===== config.mk =====
export PLATFORM = sky130hd
export DESIGN_NAME = calc_entry
export DESIGN_NICKNAME = d
export VERILOG_FILES = /design/src/rtl/calc_entry.sv
export SDC_FILE = /design/constraint.sdc
export NUM_CORES = 1
export LEC_CHECK = 0
export BUFFER_PORTS_ARGS = -buffer_cell sky130_fd_sc_hd__buf_2
export CORE_MARGIN = 4
export CORE_UTILIZATION = 40
export DETAILED_ROUTE_END_ITERATION = 7
export GPL_TIMING_DRIVEN = 0
export PLACE_DENSITY_LB_ADDON = 0.08
export SLEW_MARGIN = 30
export SYNTH_ARGS = -nofsm -noshare
export SYNTH_HDL_FRONTEND = slang
export SYNTH_SLANG_ARGS = --single-unit

===== constraint.sdc =====
create_clock -name clock -period 23.7 [get_ports clock]
set_clock_uncertainty 0.1 [all_clocks]
set_input_delay 5.925 -clock clock [delete_from_list [all_inputs] [get_ports clock]]
set_output_delay 5.925 -clock clock [all_outputs]
set_load 0.005 [all_outputs]

===== src/rtl/calc_entry.sv =====
`default_nettype none
// ============================================================================
// Module  : calc_entry
// Brief   : Numpad key-event calculator with chained + - * / and a restoring divider.
// Revision: 1.0
// ============================================================================
module calc_entry #(
  parameter int WIDTH      = 16,
  parameter int MAX_DIGITS = 4
) (
  input  logic             clock,
  input  logic             reset,
  input  logic [4:0]       key_code,
  output logic [WIDTH-1:0] display,
  output logic             error,
  output logic             busy
);

  typedef enum logic [2:0] {
    S_ENTER_A = 3'd0,
    S_OP_SET  = 3'd1,
    S_ENTER_B = 3'd2,
    S_DIVIDE  = 3'd3,
    S_RESULT  = 3'd4,
    S_ERROR   = 3'd5
  } state_t;

  localparam int CW = $clog2(MAX_DIGITS + 1);
  localparam int IW = (WIDTH > 1) ? $clog2(WIDTH) : 1;
  localparam logic [1:0]       c_OP_ADD = 2'd0;
  localparam logic [1:0]       c_OP_SUB = 2'd1;
  localparam logic [1:0]       c_OP_MUL = 2'd2;
  localparam logic [1:0]       c_OP_DIV = 2'd3;
  localparam logic [WIDTH-1:0] c_TEN    = WIDTH'(10);

  state_t           r_state, w_state_nxt;
  logic [WIDTH-1:0] r_acc, w_acc_nxt, r_a, w_a_nxt, r_result, w_result_nxt;
  logic [WIDTH-1:0] r_display, w_display_nxt;
  logic [WIDTH-1:0] r_rem, w_rem_nxt, r_quo, w_quo_nxt, r_dvs, w_dvs_nxt;
  logic [1:0]       r_op, w_op_nxt, r_pend_op, w_pend_op_nxt;
  logic             r_pend_valid, w_pend_valid_nxt, r_neg, w_neg_nxt;
  logic             r_error, r_busy;
  logic [CW-1:0]    r_count, w_count_nxt;
  logic [IW-1:0]    r_iter, w_iter_nxt;

  // Key decode: bit 4 marks a real event, low nibble is the key index
  logic             w_event, w_clr, w_eq, w_oper, w_dig;
  logic [3:0]       w_k;
  logic [WIDTH-1:0] w_digit;

  assign w_event = key_code[4];
  assign w_k     = key_code[3:0];
  assign w_clr   = w_event && (w_k == 4'd7);
  assign w_eq    = w_event && (w_k == 4'd11);
  assign w_oper  = w_event && (w_k[3:2] == 2'b11);

  always_comb begin
    w_dig   = w_event;
    w_digit = '0;
    case (w_k)
      4'd3:    w_digit = WIDTH'(0);
      4'd0:    w_digit = WIDTH'(1);
      4'd4:    w_digit = WIDTH'(2);
      4'd8:    w_digit = WIDTH'(3);
      4'd1:    w_digit = WIDTH'(4);
      4'd5:    w_digit = WIDTH'(5);
      4'd9:    w_digit = WIDTH'(6);
      4'd2:    w_digit = WIDTH'(7);
      4'd6:    w_digit = WIDTH'(8);
      4'd10:   w_digit = WIDTH'(9);
      default: w_dig   = 1'b0;
    endcase
  end

  // Digit accumulation; a zero onto an empty operand does not consume a slot
  logic             w_room;
  logic [WIDTH-1:0] w_dig_acc;
  logic [CW-1:0]    w_dig_cnt, w_first_cnt;

  assign w_room      = r_count < CW'(MAX_DIGITS);
  assign w_dig_acc   = r_acc * c_TEN + w_digit;
  assign w_dig_cnt   = (w_digit == '0 && r_acc == '0) ? r_count : r_count + CW'(1);
  assign w_first_cnt = (w_digit == '0) ? '0 : CW'(1);

  // Exact double-width evaluation so overflow is detected, not wrapped
  logic signed [2*WIDTH-1:0] w_ax, w_bx, w_exact;
  logic                      w_ovf;

  assign w_ax = {{WIDTH{r_a[WIDTH-1]}}, r_a};
  assign w_bx = {{WIDTH{r_acc[WIDTH-1]}}, r_acc};

  always_comb begin
    case (r_op)
      c_OP_SUB: w_exact = w_ax - w_bx;
      c_OP_MUL: w_exact = w_ax * w_bx;
      default:  w_exact = w_ax + w_bx;
    endcase
  end

  assign w_ovf = (w_exact[2*WIDTH-1:WIDTH-1] != '0) && (w_exact[2*WIDTH-1:WIDTH-1] != '1);

  // One restoring step per cycle on magnitudes; dividend shifts out of r_quo
  logic [WIDTH-1:0] w_mag_a, w_mag_b, w_q, w_sq, w_rem_step;
  logic [WIDTH:0]   w_shift, w_trial;
  logic             w_qbit;

  assign w_mag_a    = r_a[WIDTH-1] ? -r_a : r_a;
  assign w_mag_b    = r_acc[WIDTH-1] ? -r_acc : r_acc;
  assign w_shift    = {r_rem, r_quo[WIDTH-1]};
  assign w_trial    = w_shift - {1'b0, r_dvs};
  assign w_qbit     = ~w_trial[WIDTH];
  assign w_q        = {r_quo[WIDTH-2:0], w_qbit};
  assign w_rem_step = w_qbit ? w_trial[WIDTH-1:0] : w_shift[WIDTH-1:0];
  assign w_sq       = r_neg ? -w_q : w_q;

  always_comb begin
    w_state_nxt      = r_state;
    w_acc_nxt        = r_acc;
    w_a_nxt          = r_a;
    w_result_nxt     = r_result;
    w_op_nxt         = r_op;
    w_pend_op_nxt    = r_pend_op;
    w_pend_valid_nxt = r_pend_valid;
    w_count_nxt      = r_count;
    w_rem_nxt        = r_rem;
    w_quo_nxt        = r_quo;
    w_dvs_nxt        = r_dvs;
    w_neg_nxt        = r_neg;
    w_iter_nxt       = r_iter;
    w_display_nxt    = '0;

    if (w_clr) begin
      w_state_nxt      = S_ENTER_A;
      w_acc_nxt        = '0;
      w_a_nxt          = '0;
      w_result_nxt     = '0;
      w_op_nxt         = c_OP_ADD;
      w_pend_valid_nxt = 1'b0;
      w_count_nxt      = '0;
    end else begin
      case (r_state)
        S_ENTER_A, S_ENTER_B: begin
          if (w_dig) begin
            if (w_room) begin
              w_acc_nxt   = w_dig_acc;
              w_count_nxt = w_dig_cnt;
            end
          end else if (w_oper && r_state == S_ENTER_A) begin
            w_a_nxt     = r_acc;
            w_op_nxt    = w_k[1:0];
            w_state_nxt = S_OP_SET;
          end else if ((w_oper || w_eq) && r_state == S_ENTER_B) begin
            if (r_op == c_OP_DIV) begin
              if (r_acc == '0) begin
                w_state_nxt = S_ERROR;
              end else begin
                w_rem_nxt        = '0;
                w_quo_nxt        = w_mag_a;
                w_dvs_nxt        = w_mag_b;
                w_neg_nxt        = r_a[WIDTH-1] ^ r_acc[WIDTH-1];
                w_iter_nxt       = '0;
                w_pend_valid_nxt = w_oper;
                w_pend_op_nxt    = w_k[1:0];
                w_state_nxt      = S_DIVIDE;
              end
            end else if (w_ovf) begin
              w_state_nxt = S_ERROR;
            end else if (w_oper) begin
              w_a_nxt     = w_exact[WIDTH-1:0];
              w_op_nxt    = w_k[1:0];
              w_state_nxt = S_OP_SET;
            end else begin
              w_result_nxt = w_exact[WIDTH-1:0];
              w_state_nxt  = S_RESULT;
            end
          end
        end
        S_OP_SET: begin
          if (w_oper) begin
            w_op_nxt = w_k[1:0];
          end else if (w_dig) begin
            w_acc_nxt   = w_digit;
            w_count_nxt = w_first_cnt;
            w_state_nxt = S_ENTER_B;
          end
        end
        S_DIVIDE: begin
          w_rem_nxt  = w_rem_step;
          w_quo_nxt  = w_q;
          w_iter_nxt = r_iter + IW'(1);
          if (r_iter == IW'(WIDTH - 1)) begin
            if (!r_neg && w_q[WIDTH-1]) begin
              w_state_nxt = S_ERROR;
            end else if (r_pend_valid) begin
              w_a_nxt     = w_sq;
              w_op_nxt    = r_pend_op;
              w_state_nxt = S_OP_SET;
            end else begin
              w_result_nxt = w_sq;
              w_state_nxt  = S_RESULT;
            end
          end
        end
        S_RESULT: begin
          if (w_dig) begin
            w_acc_nxt   = w_digit;
            w_count_nxt = w_first_cnt;
            w_state_nxt = S_ENTER_A;
          end else if (w_oper) begin
            w_a_nxt     = r_result;
            w_op_nxt    = w_k[1:0];
            w_state_nxt = S_OP_SET;
          end
        end
        S_ERROR: ;
        default: w_state_nxt = S_ENTER_A;
      endcase
    end

    case (w_state_nxt)
      S_ENTER_A, S_ENTER_B: w_display_nxt = w_acc_nxt;
      S_OP_SET, S_DIVIDE:   w_display_nxt = w_a_nxt;
      S_RESULT:             w_display_nxt = w_result_nxt;
      default:              w_display_nxt = '0;
    endcase
  end

  always_ff @(posedge clock) begin
    if (reset) begin
      r_state      <= S_ENTER_A;
      r_acc        <= '0;
      r_a          <= '0;
      r_result     <= '0;
      r_op         <= c_OP_ADD;
      r_pend_op    <= c_OP_ADD;
      r_pend_valid <= 1'b0;
      r_count      <= '0;
      r_rem        <= '0;
      r_quo        <= '0;
      r_dvs        <= '0;
      r_neg        <= 1'b0;
      r_iter       <= '0;
      r_display    <= '0;
      r_error      <= 1'b0;
      r_busy       <= 1'b0;
    end else begin
      r_state      <= w_state_nxt;
      r_acc        <= w_acc_nxt;
      r_a          <= w_a_nxt;
      r_result     <= w_result_nxt;
      r_op         <= w_op_nxt;
      r_pend_op    <= w_pend_op_nxt;
      r_pend_valid <= w_pend_valid_nxt;
      r_count      <= w_count_nxt;
      r_rem        <= w_rem_nxt;
      r_quo        <= w_quo_nxt;
      r_dvs        <= w_dvs_nxt;
      r_neg        <= w_neg_nxt;
      r_iter       <= w_iter_nxt;
      r_display    <= w_display_nxt;
      r_error      <= (w_state_nxt == S_ERROR);
      r_busy       <= (w_state_nxt == S_DIVIDE);
    end
  end

  assign display = r_display;
  assign error   = r_error;
  assign busy    = r_busy;

endmodule
`default_nettype wire


==> results of run 1 <==
[worst max-delay path, cell delays in order (launching register included)]
cell and delay, ps:
dfxtp_1 350, clkbuf_1 500, clkbuf_1 740, clkbuf_1 590, nand2_1 220, fa_1 550
fa_1 610, fa_1 470, fa_1 580, fa_1 430, fa_1 490, inv_1 40
ha_1 460, nand2_1 170, a2111oi_2 740, nand2_2 180, a2111oi_2 550, o22ai_1 190
mux2_4 260, o2111ai_1 180, o41a_2 470, a311oi_1 600, o21ai_2 330, buf_2 340
a311oi_1 890, o22ai_1 150, o21a_1 230
[area by class of cell]
| cell class | count | area share |
|---|---|---|
| antenna | 1 | 0.0001098 |
| buffer | 150 | 0.03057 |
| sequential | 130 | 0.1142 |
| multi-input combinational | 2014 | 0.7336 |
| inverter | 323 | 0.05319 |
| clock inverter | 12 | 0.005983 |
| tap | 688 | 0.03776 |
| clock buffer | 19 | 0.01943 |
| timing repair buffer | 23 | 0.005159 |
[synth_stat cells, types with 8 or more instances]
cell	instances	area share
xor2_1	45	0.019
nor3_1	54	0.013
nand2b_1	43	0.013
o211ai_1	24	0.0085
nand4_1	11	0.0032
mux2i_1	19	0.0090
a211oi_1	35	0.012
a22oi_1	24	0.0085
and2_1	75	0.022
and3_1	11	0.0032
a21oi_1	145	0.034
clkbuf_1	119	0.021
or3_1	19	0.0056
nor2_1	229	0.041
a221oi_1	22	0.0091
nand3_1	26	0.0061
nand2_1	308	0.054
fa_1	267	0.25
nor4_1	8	0.0024
nor2b_1	17	0.0050
xnor2_1	66	0.027
a21o_1	21	0.0074
o21a_1	21	0.0074
o22ai_1	23	0.0068
dfxtp_1	130	0.12
a31oi_1	15	0.0044
o21bai_1	8	0.0028
o31ai_1	19	0.0067
buf_1	11	0.0019
o21ai_0	111	0.026
o21ai_1	11	0.0026
inv_1	317	0.056
ha_1	165	0.097
[layer usage]
metal	track usage	wire length (um)	vias up	share of wire
met3	0.05871	6968	141	0.082
met5	0	31	-	0.00037
met4	0.07933	2356	4	0.028
met2	0.4464	36840	888	0.43
li1	-	-	8886	-
met1	0.4332	38630	9824	0.46
[sequential cells by signal, summed over array words and instances (netlist names), 2 cells and up]
signal,count
display,16
r_a,16
r_acc,16
r_dvs,16
r_quo,16
r_rem,16
r_result,16
r_iter,4
r_count,3
r_state,3
r_op,2
r_pend_op,2
[stage by stage]
stage | hold slack (ps) | instances | instance area [sq um]
5_1_grt | 387.7 | 3359 | 22790
2_1_floorplan | 331.9 | 2617 | 21210
3_5_place_dp | 352.5 | 3328 | 22210
6_report | 361.0 | 3360 | 22800
4_1_cts | 361.9 | 3359 | 22790
3_3_place_gp | 346.4 | 3327 | 22190
[where the power goes]
group,internal [W],switching [W]
Sequential,0.000222,0.00000746
Clock,0.000157,0.000115
Combinational,0.0000474,0.000106
Total,0.000427,0.000229
[worst min path at each step]
stage	from	endpoint	slack, ps
2_1_floorplan	r_dvs[15]$_SDFFE_PP0P_	r_dvs[15]$_SDFFE_PP0P_	330
3_3_place_gp	r_dvs[15]$_SDFFE_PP0P_	r_dvs[15]$_SDFFE_PP0P_	350
3_5_place_dp	r_pend_op[1]$_SDFFE_PP0P_	r_pend_op[1]$_SDFFE_PP0P_	350
4_1_cts	r_pend_op[1]$_SDFFE_PP0P_	r_pend_op[1]$_SDFFE_PP0P_	360
5_1_grt	r_pend_op[0]$_SDFFE_PP0P_	r_pend_op[0]$_SDFFE_PP0P_	390
6_report	r_pend_op[1]$_SDFFE_PP0P_	r_pend_op[1]$_SDFFE_PP0P_	360
[kinds of logic (layout without fill, tap and decap cells)]
group,Yosys count,count (layout)
AO/OA/AOI/OAI,594,594
XOR/XNOR,112,112
multiplexers,22,22
other,0,1
flip-flops,130,130
buffers and inverters,473,527
adder cells (fa/ha/maj),432,432
AND/OR/NAND/NOR,854,854
==> results.md, run 1 <==
- Hold Vio Cnt, Final: 0
- XOR/XNOR share of the synthesized area: 0.04659
- Worst-case clock buffer depth: 2
- Worst EP arrival: 11770 ps
- ANT nets after route: 0
- Least-Margin Pin Slew: 1116 ps
- DR DRC count: 3
- Outcome: finished with violations
- Post-Route WL: 84830 um
- DIE AREA: 0.05678 sq mm
- Fin. max-slew vios: 0
- Post-synthesis mux area share: 0.01073
- Post-CTS Hold Fix Bufs: 0
- Number of synthesized register bits: 130
- Failing checks: DRC
- Worst flop-to-flop path endpoint: display[1]$_SDFF_PP0_
- Gr ovfl total: 0
- Total power: 0.0006557 W
- Cell area after synthesis: 0.02121 sq mm
- CTS Sinks: 130
- Worst-Skew Late Latency: 450 ps
- Multi-input logic area: 0.01672 sq mm
- Syn_area_per_cell: 8.106 sq um
- Simple-gate portion of the synthesized area: 0.1889
- Vias: 19743
- Syn. warnings: 0
- Vias in the first global route: 19429
- CP required: 23950 ps
- Final GP Congestion: 0.9877
- Crit path max fanout: 10
- R2R Path Start: r_a[15]$_SDFF_PP0_
- Worst-path clk slew: 70 ps
- CTS tree: done
- Crit Path Class: flop to flop
- Port Buffer Count: 22
- Max-slew headroom: 0.2562
- Post-synthesis sequential area ratio: 0.1227
- Max Clk Rate: 86.74 MHz
- Share of layout cells above drive strength 1: 0.05017
- Main flop type after synthesis: dfxtp_1
- Drt pass-1 iters: 8
- Initial antenna violation count: 3
- # resized after CTS: 0
- Commonest non-fill, non-tap cell in the layout: inv_1
- Fillers: 5394
- GRT Util Overall: 0.2954
- Pre-CTS WS: 12460 ps
- Netlist cell types: 112
- CTS HTree Levels: 4
- Hold path cells: 2
- First-pass GRT wire length: 126100 um
- Total negative slack: 0 ps
- I/O pin total: 25
- FF-to-FF path depth: 26
- RSZ-0062 raised after global routing: false
- Critical path capture point: display[1]$_SDFF_PP0_
- Nets@finish: 3098
- Most frequent cells in the layout: 317 x inv_1, 308 x nand2_1, 267 x fa_1
- Max-cap viol count: 0
- Hold Path Class: flop to flop
- PwrDens: 28.77 mW/mm^2
- Fin util: 0.4338
- Final setup violation count: 0
- Die H: 238.3 um
- Tmin final: 11530 ps
- Vias/cell: 5.876
- HPWL after detailed placement: 68210 um
- Die W: 238.3 um
- Synthesized net count: 3056
- Largest family of logic cells by synthesized area: adder cells
- EDFF count, synth: 0
- Initial Utilization: 0.4037
- R2R setup slack: 12170 ps
- Num rows: 84
- Area growth from synthesis to layout: 7.455%
- Crit. Startpoint: r_a[15]$_SDFF_PP0_
- Storage cell area: 0.002603 sq mm
- Worst Setup End Kind: flop
- CTS Root Cell: clkbuf_16
- DR WL/cell: 25.25 um
- Part of the cycle the worst path needs: 0.4865
- Synth Area in Adders: 0.3493
- Final setup margin: 12170 ps
- Postcts setup bufs: 0
- Syn Inst Count: 2617
- Post-synthesis compound-gate area fraction: 0.1918
- CP Launch Type: flop
- Cts bufs inserted: 17
- Largest net degree at the start of global routing: 17
- Max IR drop VDD: 0.05189 mV
- Post-synth ARST share: 0
- P_leak: 8.977 nW
- Core Footprint: 0.05255 sq mm
- Initial DRC Count: 2204
(Power assumes the default switching activity.)
==> inputs of run 2 (changes only) <==
clock period = 9.34 ns   (was 23.7 ns; I/O delays follow)
==> run 2 against run 1 <==
Worst hold slack about the same. Global-route usage increased by 0.12 points. Final cell count increased by 0.24%. Largest cell class unchanged. First-iteration DRC count decreased by 7.9%. Core utilization increased by 0.92 points. Highest routed layer unchanged. The run now ends clean. Via count increased by 0.44%. Flip-flop and latch count unchanged. Sequential power increased to 2.6 times the previous value. Critical path depth unchanged. Non-clock buffer count increased by 8. Register-to-register slack got worse by 12000 ps. Design area increased by 2.1%.
==> results.md, run 2 (synthesized netlist as in run 1, its figures left out) <==
- DR top layer: met5
- DR WL/cell: 25.34 um
- Gr ovfl total: 0
- Part of the cycle the worst path needs: 0.9817
- Critical path capture point: display[6]$_SDFF_PP0_
- FF-to-FF path depth: 26
- Worst hold slack: 361.2 ps
- Most frequent cells in the layout: 312 x inv_1, 308 x nand2_1, 266 x fa_1
- R2R Path Start: r_a[8]$_SDFF_PP0_
- Worst EP arrival: 9440 ps
- Wire length on met2: 37290 um
- ANT nets after route: 0
- DIE AREA: 0.05678 sq mm
- GRT Util Overall: 0.2966
- Final GP Congestion: 0.9877
- Wire length on met1: 38720 um
- Initial antenna violation count: 1
- Tmin final: 9169 ps
- Max Clk Rate: 109.1 MHz
- Vias/cell: 5.888
- Vias: 19830
- Worst flop-to-flop path endpoint: display[6]$_SDFF_PP0_
- PwrDens: 72.21 mW/mm^2
- Max IR drop VDD: 0.1342 mV
- Die H: 238.3 um
- Vias in the first global route: 19504
- Total power: 0.001681 W
- Core Footprint: 0.05255 sq mm
- CTS tree: done
- Fin. max-slew vios: 0
- Commonest non-fill, non-tap cell in the layout: inv_1
- Cts bufs inserted: 17
- CP required: 9610 ps
- Initial DRC Count: 2030
- Drt pass-1 iters: 6
- Storage cell area: 0.002619 sq mm
- Nets@finish: 3106
- Final setup violation count: 0
- Post-CTS Hold Fix Bufs: 0
- Initial Utilization: 0.4037
- CTS Sinks: 130
- Share of layout cells above drive strength 1: 0.09220
- Outcome: complete, no violations
- Worst-path clk slew: 70 ps
- Die W: 238.3 um
- CTS HTree Levels: 4
- Crit. Startpoint: r_a[8]$_SDFF_PP0_
- Crit Path Class: flop to flop
- Hold Path Class: flop to flop
- WL met3: 6968 um
- Least-Margin Pin Slew: 1012 ps
- Max-cap viol count: 0
- CTS Root Cell: clkbuf_16
- Fillers: 5374
- Worst-Skew Late Latency: 450 ps
- Worst-case clock buffer depth: 2
- R2R setup slack: 170 ps
- HPWL after detailed placement: 68210 um
- Post-Route WL: 85350 um
- Port Buffer Count: 22
- CP Launch Type: flop
- Hold Vio Cnt, Final: 0
- First-pass GRT wire length: 126600 um
- Largest net degree at the start of global routing: 20
- Num rows: 84
- Multi-input logic area: 0.01693 sq mm
- Max-slew headroom: 0.3206
- P_leak: 9.256 nW
- Worst Setup End Kind: flop
- Area growth from synthesis to layout: 9.726%
- I/O pin total: 25
- Crit path max fanout: 10
- DR DRC count: 0
-- run 2: changes by cell type in the layout (fill, tap and decap cells not counted), sizes merged --
| cell | previous run | this run |
|---|---|---|
| buf | 44 | 62 |
| clkbuf | 146 | 137 |
| clkdlybuf4s50 | 1 | 0 |
| clkinv | 13 | 12 |
| clkinvlp | 3 | 9 |
| inv | 317 | 312 |
-- run 2: repair_timing --
item | in CTS | in global routing
pin swaps | 2 | 4
setup endpoints to repair | 54 | 37
buffers inserted | 4 | 10
resized for setup | 92 | 84
-- run 2: worst min path at each step --
| stage | startpoint | endpoint | slack [ps] | cells after the start |
|---|---|---|---|---|
| after global placement | r_dvs[15]$_SDFFE_PP0P_ | r_dvs[15]$_SDFFE_PP0P_ | 350 | 2 |
| after floorplan | r_dvs[15]$_SDFFE_PP0P_ | r_dvs[15]$_SDFFE_PP0P_ | 330 | 2 |
| final | r_pend_op[1]$_SDFFE_PP0P_ | r_pend_op[1]$_SDFFE_PP0P_ | 360 | 2 |
| after detailed placement | r_pend_op[1]$_SDFFE_PP0P_ | r_pend_op[1]$_SDFFE_PP0P_ | 350 | 2 |
| after global routing | r_pend_op[0]$_SDFFE_PP0P_ | r_pend_op[0]$_SDFFE_PP0P_ | 390 | 2 |
| after CTS | r_pend_op[1]$_SDFFE_PP0P_ | r_pend_op[1]$_SDFFE_PP0P_ | 360 | 2 |
-- run 2: layout make-up --
cell class / instances / area share
Tap cell: 688 / 0.03698
Timing Repair Buffer: 37 / 0.009568
Clock inverter: 12 / 0.005859
Sequential cell: 130 / 0.1125
Inverter: 323 / 0.05321
Buffer: 144 / 0.03542
Antenna cell: 1 / 0.0001075
Clock buffer: 19 / 0.01903
Multi-Input combinational cell: 2014 / 0.7273
-- run 2: power breakdown --
group	total [W]	internal, W	leakage (nW)	switching, W
clock	0.000692	0.000399	0.275	0.000293
combinational	0.000405	0.000129	7.93	0.000276
sequential	0.000584	0.000564	1.05	0.0000196
total	0.00168	0.00109	9.26	0.000589
-- run 2: per-layer routing --
| layer | vias to the layer above | global-route usage |
|---|---|---|
| li1 | 8907 | - |
| met1 | 9941 | 0.4337 |
| met2 | 849 | 0.4477 |
| met3 | 131 | 0.05999 |
| met4 | 2 | 0.08197 |
| met5 | - | 0 |
-- run 2: metrics by stage --
step	TNS, ps	worst slack (ps)	instance area (sq um)	util	std cells
final	0	170.7	23280	0.4430	3368
after floorplan	0	1105	21210	-	2617
after CTS	0	9.678	23020	0.4380	3360
after global placement	-64240	-1844	22190	0.4222	3327
after detailed placement	-68380	-1903	22210	0.4226	3328
after global routing	-12.20	-7.691	23270	0.4429	3367
-- run 2: worst max-delay path, stage by stage, from the launching register on --
cell and delay (ps):
dfxtp_1 430, clkbuf_2 310, clkbuf_2 380, nand2_1 130, fa_1 500, fa_1 490
fa_1 520, fa_1 540, inv_1 50, fa_1 490, fa_1 420, ha_1 350
a21oi_1 320, o21ai_1 180, a31oi_4 380, nand2_1 230, or3b_1 450, a2111oi_2 520
nand4b_4 150, nor4_4 400, a31o_2 330, o21ai_4 160, buf_2 330, mux2i_1 160
o21ai_0 230, o2111ai_1 270, a21oi_1 240
